==> src/rtl/ble_tx_scheduler.sv <==
// Round-robin scheduler for two 32-bit requesters sharing one BLE UART-TX command path:
// frames the granted word as "AT+BLEUARTTX=<8 hex>\r\n" and waits for an OK/ERROR reply.
module ble_tx_scheduler #(
    parameter int TIMEOUT_CYCLES = 100000,
    parameter int TO_W           = 20
) (
    input  logic        clk,
    input  logic        reset,
    input  logic        req0_valid,
    input  logic [31:0] req0_data,
    output logic        req0_ready,
    input  logic        req1_valid,
    input  logic [31:0] req1_data,
    output logic        req1_ready,
    output logic [7:0]  tx_byte,
    output logic        tx_valid,
    input  logic        tx_ready,
    input  logic [7:0]  rx_byte,
    input  logic        rx_valid,
    output logic        busy,
    output logic        grant_id,
    output logic        done,
    output logic        error
);

    typedef enum logic [1:0] {IDLE, SEND, WAIT_RESP} state_t;

    localparam logic [4:0]      LAST_IDX = 5'd22;
    localparam logic [TO_W-1:0] TO_LAST  = TO_W'(TIMEOUT_CYCLES - 1);

    state_t          state;
    state_t          next_state;
    logic            last_grant;
    logic [31:0]     data_q;
    logic [4:0]      idx;
    logic [TO_W-1:0] to_cnt;
    logic            m_o;
    logic            pick1;
    logic            grant;
    logic            byte_accept;
    logic            success;
    logic            failure;
    logic [2:0]      hex_sel;
    logic [3:0]      nibble;

    always_ff @(posedge clk) begin
        if (reset) begin
            state <= IDLE;
        end else begin
            state <= next_state;
        end
    end

    // Requester 1 wins when it is alone or when a tie follows a requester-0 grant.
    always_comb begin
        next_state  = state;
        req0_ready  = 1'b0;
        req1_ready  = 1'b0;
        grant       = 1'b0;
        byte_accept = 1'b0;
        success     = 1'b0;
        failure     = 1'b0;
        pick1       = req1_valid && (!req0_valid || !last_grant);
        case (state)
            IDLE: begin
                if (!reset && (req0_valid || req1_valid)) begin
                    grant      = 1'b1;
                    req0_ready = !pick1;
                    req1_ready = pick1;
                    next_state = SEND;
                end
            end
            SEND: begin
                byte_accept = tx_ready;
                if (tx_ready && idx == LAST_IDX) begin
                    next_state = WAIT_RESP;
                end
            end
            WAIT_RESP: begin
                success = rx_valid && m_o && (rx_byte == 8'h4B);
                failure = !success &&
                          ((rx_valid && !m_o && (rx_byte == 8'h45)) || (to_cnt == TO_LAST));
                if (success || failure) begin
                    next_state = IDLE;
                end
            end
            default: next_state = IDLE;
        endcase
    end

    always_ff @(posedge clk) begin
        if (reset) begin
            last_grant <= 1'b1;
            grant_id   <= 1'b0;
            data_q     <= 32'h0;
            idx        <= 5'd0;
            to_cnt     <= '0;
            m_o        <= 1'b0;
            done       <= 1'b0;
            error      <= 1'b0;
        end else begin
            done  <= success;
            error <= failure;
            if (grant) begin
                last_grant <= pick1;
                grant_id   <= pick1;
                data_q     <= pick1 ? req1_data : req0_data;
                idx        <= 5'd0;
            end
            if (byte_accept) begin
                idx <= idx + 5'd1;
                if (idx == LAST_IDX) begin
                    to_cnt <= '0;
                    m_o    <= 1'b0;
                end
            end
            // Matcher only remembers whether the previous byte was 'O'.
            if (state == WAIT_RESP) begin
                to_cnt <= to_cnt + TO_W'(1);
                if (rx_valid) begin
                    m_o <= (rx_byte == 8'h4F);
                end
            end
        end
    end

    always_comb begin
        hex_sel = 3'(idx - 5'd13);
        nibble  = 4'(data_q >> (5'd28 - {hex_sel, 2'b00}));
        tx_byte = 8'h00;
        if (state == SEND) begin
            case (idx)
                5'd0:    tx_byte = 8'h41;
                5'd1:    tx_byte = 8'h54;
                5'd2:    tx_byte = 8'h2B;
                5'd3:    tx_byte = 8'h42;
                5'd4:    tx_byte = 8'h4C;
                5'd5:    tx_byte = 8'h45;
                5'd6:    tx_byte = 8'h55;
                5'd7:    tx_byte = 8'h41;
                5'd8:    tx_byte = 8'h52;
                5'd9:    tx_byte = 8'h54;
                5'd10:   tx_byte = 8'h54;
                5'd11:   tx_byte = 8'h58;
                5'd12:   tx_byte = 8'h3D;
                5'd21:   tx_byte = 8'h0D;
                5'd22:   tx_byte = 8'h0A;
                default: tx_byte = (nibble < 4'd10) ? {4'h3, nibble} : (8'h37 + {4'h0, nibble});
            endcase
        end
    end

    assign tx_valid = (state == SEND);
    assign busy     = (state != IDLE);

endmodule

==> config.mk <==
export PLATFORM = sky130hd
export DESIGN_NAME = ble_tx_scheduler
export DESIGN_NICKNAME = d
export VERILOG_FILES = /design/src/rtl/ble_tx_scheduler.sv
export SDC_FILE = /design/constraint.sdc
export NUM_CORES = 1
export LEC_CHECK = 0
export BUFFER_PORTS_ARGS = -buffer_cell sky130_fd_sc_hd__buf_2
export CAP_MARGIN = 20
export CORE_UTILIZATION = 45
export DETAILED_ROUTE_END_ITERATION = 12
export PLACE_DENSITY = 0.81
export SYNTH_ARGS = -nofsm -noshare
export SYNTH_HDL_FRONTEND = slang
export SYNTH_SLANG_ARGS = --single-unit
==> constraint.sdc <==
create_clock -name clk -period 3.35 [get_ports clk]
set_input_delay 0.335 -clock clk [delete_from_list [all_inputs] [get_ports clk]]
set_output_delay 0.335 -clock clk [all_outputs]
set_load 0.02 [all_outputs]
* Yosys cells after proc, flatten, opt, wreduce, memory -nomap -nowiden
Cells that the tools add are included.
Cells by class: bitwise operators 1, shifts and indexed selects 1, add/subtract/negate cells 5, equality and inequality tests 23, reductions and logical operators 29, muxes and demuxes 24, magnitude comparators 1
Operator list (count):
- $pmux W7 S12 | 1
- $mux W20 | 3
- $mux W32 | 1
- $shr A32 B5 Y4 | 1
- $eq A5 B4 Y1 const B | 5
- $eq A8 B7 Y1 const B | 3
- $add A20 B1 Y20 const B | 1
- $eq A20 B17 Y1 const B | 1
- $eq A5 B3 Y1 const B | 4
- $mux W7 | 2
- $mux W1 | 11
- $eq A5 B2 Y1 const B | 2
- $eq A5 B5 Y1 const B | 2
- $mux W5 | 2
- $logic_and A1 B1 Y1 | 8
- $reduce_bool A2 Y1 | 4
- $add A6 B4 Y7 const A | 1
- $logic_not A1 Y1 | 6
- $mux W2 | 3
- $pmux W2 S3 | 1
- $add A5 B1 Y5 const B | 1
- $eq A5 B1 Y1 const B | 1
- $logic_not A5 Y1 | 1
- $sub A5 B5 Y5 const A | 1
- 13 further kinds | 18
Word-level totals: bits of input ports 78, output and inout bits 15, flip-flop bits (word level) 64, logic and storage cells 93

* Logic depth before layout (Yosys ltp)
depth in word-level cells 8, gate-level depth with buffers 11

* Least setup slack after synthesis
No wires, ideal clock.
path type register to output, from register idx[0], to output tx_byte[6], required time 3015 ps, stages on the path, launching flop included 12, data arrival time 2750 ps, setup slack 265 ps, cells stage by stage dfxtp_1 buf_2 inv_2 ha_1 buf_6 buf_8 mux2i_1 mux4_2 ha_1 o21ai_1 nand3_1 a31oi_1
On the way: cells in the longest elaborated chain, start to end 7, elaborated cells on any way between the ends 25, those cells by class add/sub (3); order compare (1); eq/ne (14); shift (1); mux (3); reduce/logical (3)
RTL lines:
- from (decl) | RTL line 35 | logic [4:0] idx;
- from (signal assigned) | RTL line 111 | idx <= idx + 5'd1;
- $sub A3 B3 Y3 | RTL line 128 | hex_sel = 3'(idx - 5'd13);
- $sub A5 B5 Y5 | RTL line 129 | nibble = 4'(data_q >> (5'd28 - {hex_sel, 2'b00}));
- $shr A32 B5 Y4 | RTL line 129
- $add A6 B4 Y7 or $lt A4 B4 Y1 (tied branches) | RTL line 148 | default: tx_byte = (nibble < 4'd10) ? {4'h3, nibble} : (8'h37 + {4'h0, nibble});
- $mux W7 | RTL line 148
- $pmux W7 S12 * | RTL line 132 | case (idx)
- $mux W7 * | RTL line 131 | if (state == SEND) begin
- to (decl) | RTL line 15 | output logic [7:0] tx_byte,
Every way passes the cells marked *; elsewhere a longest branch is shown, timed or not.

* Worst setup path in the final report
from register idx[0], to output tx_byte[4]
The elaborated chain is that of the path after synthesis.

==> results.cfg <==
[outcome]
outcome = complete, no violations

[floorplanning]
ios = 93
die_w_um = 93.9
initial_core_util_pct = 46.3
die_h_um = 93.9
die_area_um2 = 8820
core-area_um2 = 8220
num_rows = 33

[sta]
max_slew.worst_pin.slew_ns = 0.743
max_slew_margin_pct = 50.0
fin_crit_ns = 3.18
rsz0062_at_grt = no
period_share_pct = 94.8
fin_worst_skew_ns = 0.0124
fin_ws_ns = 0.175
slew_viol_final = 0
hold_viol = 0
fin_setup_tns_ns = 0
setup_viol = 0
whs_ns = 0.236
fmax_mhz = 315

[synth]
ys_warn_count = 0
syn_area_um2 = 3800
synth_cell_types = 58
ys_ff_latch = 64
synth_ff_type = dfxtp_1
synth-edff-count = 0
ys_seq_area_share_pct = 33.7
yosysTopAreaCell = dfxtp_1
synth_nets = 524
yosysTopAreaCellShare_pct = 33.7
syn_inst = 439
synth.top_cells.by_area = dfxtp_1, mux2i_1, a211oi_1, nor2_1, a21oi_1
async_reset_ff_share_pct = 0
synth_area_per_cell_um2 = 8.66

[route]
dr.first_iter.drc_count = 216
drtAntennaViolNets = 0
wl_mm = 9.50
via_per_inst = 5.90
wire_per_inst_um = 15.2
drc = 0
firstDrtPassIters = 5
vias = 3694

[setup_path]
cp_max_fo = 18
cp_slowest_stage_delay_ns = 0.50
crit_family = multiplexers
path_class = register to output pin
path_common_cell = ha_1
critPathArrivalTime_ns = 2.84
required_ns = 3.01
path_cells = inv_2 -> ha_1 -> buf_12 -> mux2i_1 -> mux4_2 -> ha_1 -> o21ai_2 -> a21boi_1 -> o31a_1 -> buf_2
cp-end-kind = output pin
start_kind = register
crit_slowest_cell = mux4_2
critPathBufInv = 3

[cts]
h-tree-depth = 3
clockRootBuffer = clkbuf_8
clkTransAtPathRegs_ns = 0.07
cts_tree = built
clock_path_buffers = 2
cts_inserted_buffers = 9
cts_sinks = 64
clock_latency_ns = 0.35

[layout]
ff_latch_area_um2 = 1280
antenna_cells = 0
fillers = 704
area_growth_pct = 19.4
multi_input_area_um2 = 2350
mostFrequentLayoutCells = buf_2, dfxtp_1, nor2_1, mux2i_1, a211oi_1
fin_cells = 626
layout_commonest_cell = buf_2
drive_above_1_share_pct = 26.3
nNetsFinal = 601

[job]
max_cap_violations = 0

[global_route]
grt_pass1_wl_mm = 15.9
antenna_found_initial = 0
grt_max_degree = 67
grt_usage_pct = 22.9
first_global_vias = 3413
grt_overflow = 0

[place]
preCtsSetupSlack_ns = 0.371
port_buffers = 91
gp_congestion = 0.882
place_inst = 609
dp_hpwl_mm = 6.86

[power]
total_leakage_power_nw = 1.72
ir_drop_v = 0.000206
powerDensity_nw_per_um2 = 427

[hold_path]
min_path_type = primary input to register
cell type report:
type | instances | area share (%)
well taps | 105 | 2.89
flip-flops and latches | 64 | 28.2
multi-input cells | 334 | 51.8
clock buffers | 11 | 3.11
inverters | 9 | 0.744
repair buffers | 98 | 11.5
clock inverters | 5 | 1.76
path summary, 6_finish.rpt:
path | start | endpoint | slack (ns) | cells past startpoint
hold / removal | reset | idx[1] | 0.24 | 2
hold reg to reg | grant_id | grant_id | 0.49 | 2
setup reg to reg | idx[0] | to_cnt[11] | 1.06 | 7
setup / recovery | idx[0] | tx_byte[4] | 0.17 | 10
cell families after synthesis:
| logic type | after synthesis | share of synthesized area, % |
|---|---|---|
| XOR/XNOR | 1 | 0.428 |
| AO/OA/AOI/OAI | 107 | 19.4 |
| other | 1 | 0.0986 |
| adder cells (fa/ha/maj) | 7 | 2.30 |
| AND/OR/NAND/NOR | 157 | 20.8 |
| flip-flops | 64 | 33.7 |
| buffers and inverters | 41 | 4.97 |
| multiplexers | 61 | 18.4 |
flip-flops by register name (all words and copies together), names as in the netlist:
| name | flops |
|---|---|
| state | 2 |
| to_cnt | 20 |
| grant_id | 1 |
| error | 1 |
| last_grant | 1 |
| m_o | 1 |
| done | 1 |
| idx | 5 |
| data_q | 32 |
synth_stat cells (8+ instances only):
cell       n
dfxtp_1   64
nor3_1     8
nand3_1   17
o21ai_0    8
or3_1     11
nor2_1    59
nand2_1   20
a211oi_1  34
clkbuf_1  21
mux2i_1   48
a21oi_1   27
nand4_1    8
worst register-to-register path, stage by stage, from the launching register on:
cell     delay, ns
dfxtp_1       0.32
inv_2         0.16
ha_1          0.35
nand4_1       0.17
or4b_1        0.80
nand2_1       0.18
mux2_2        0.16
nor2_1        0.03
through the flow:
step,area [um^2],utilization [%],power (W)
after floorplan,3800,-,0.00109
after CTS,4520,55.0,0.00193
final,4540,55.3,0.00194
after global placement,4300,52.3,0.00119
after detailed placement,4300,52.3,0.00120
after global routing,4540,55.3,0.00201
timing repair:
action	in CTS	in global routing
setup endpoints to repair	2	4
endpoints found under the hold margin	0	0
hold buffers	0	0
buffers inserted	0	1
resized for setup	1	4
power breakdown:
group	total (W)	switching [W]	internal [W]
clock network	0.000740	0.000302	0.000438
registers	0.000834	0.0000322	0.000802
logic	0.000365	0.000199	0.000165
total	0.00194	0.000533	0.00141
metal layers:
metal | wire length, um | track usage (%) | share of wire, %
met5 | 0 | 0 | 0
met4 | 269 | 10.5 | 2.8
met3 | 506 | 3.88 | 5.3
met2 | 4660 | 38.2 | 49
met1 | 4060 | 28.6 | 43
Power figures use the tool's default switching activity.
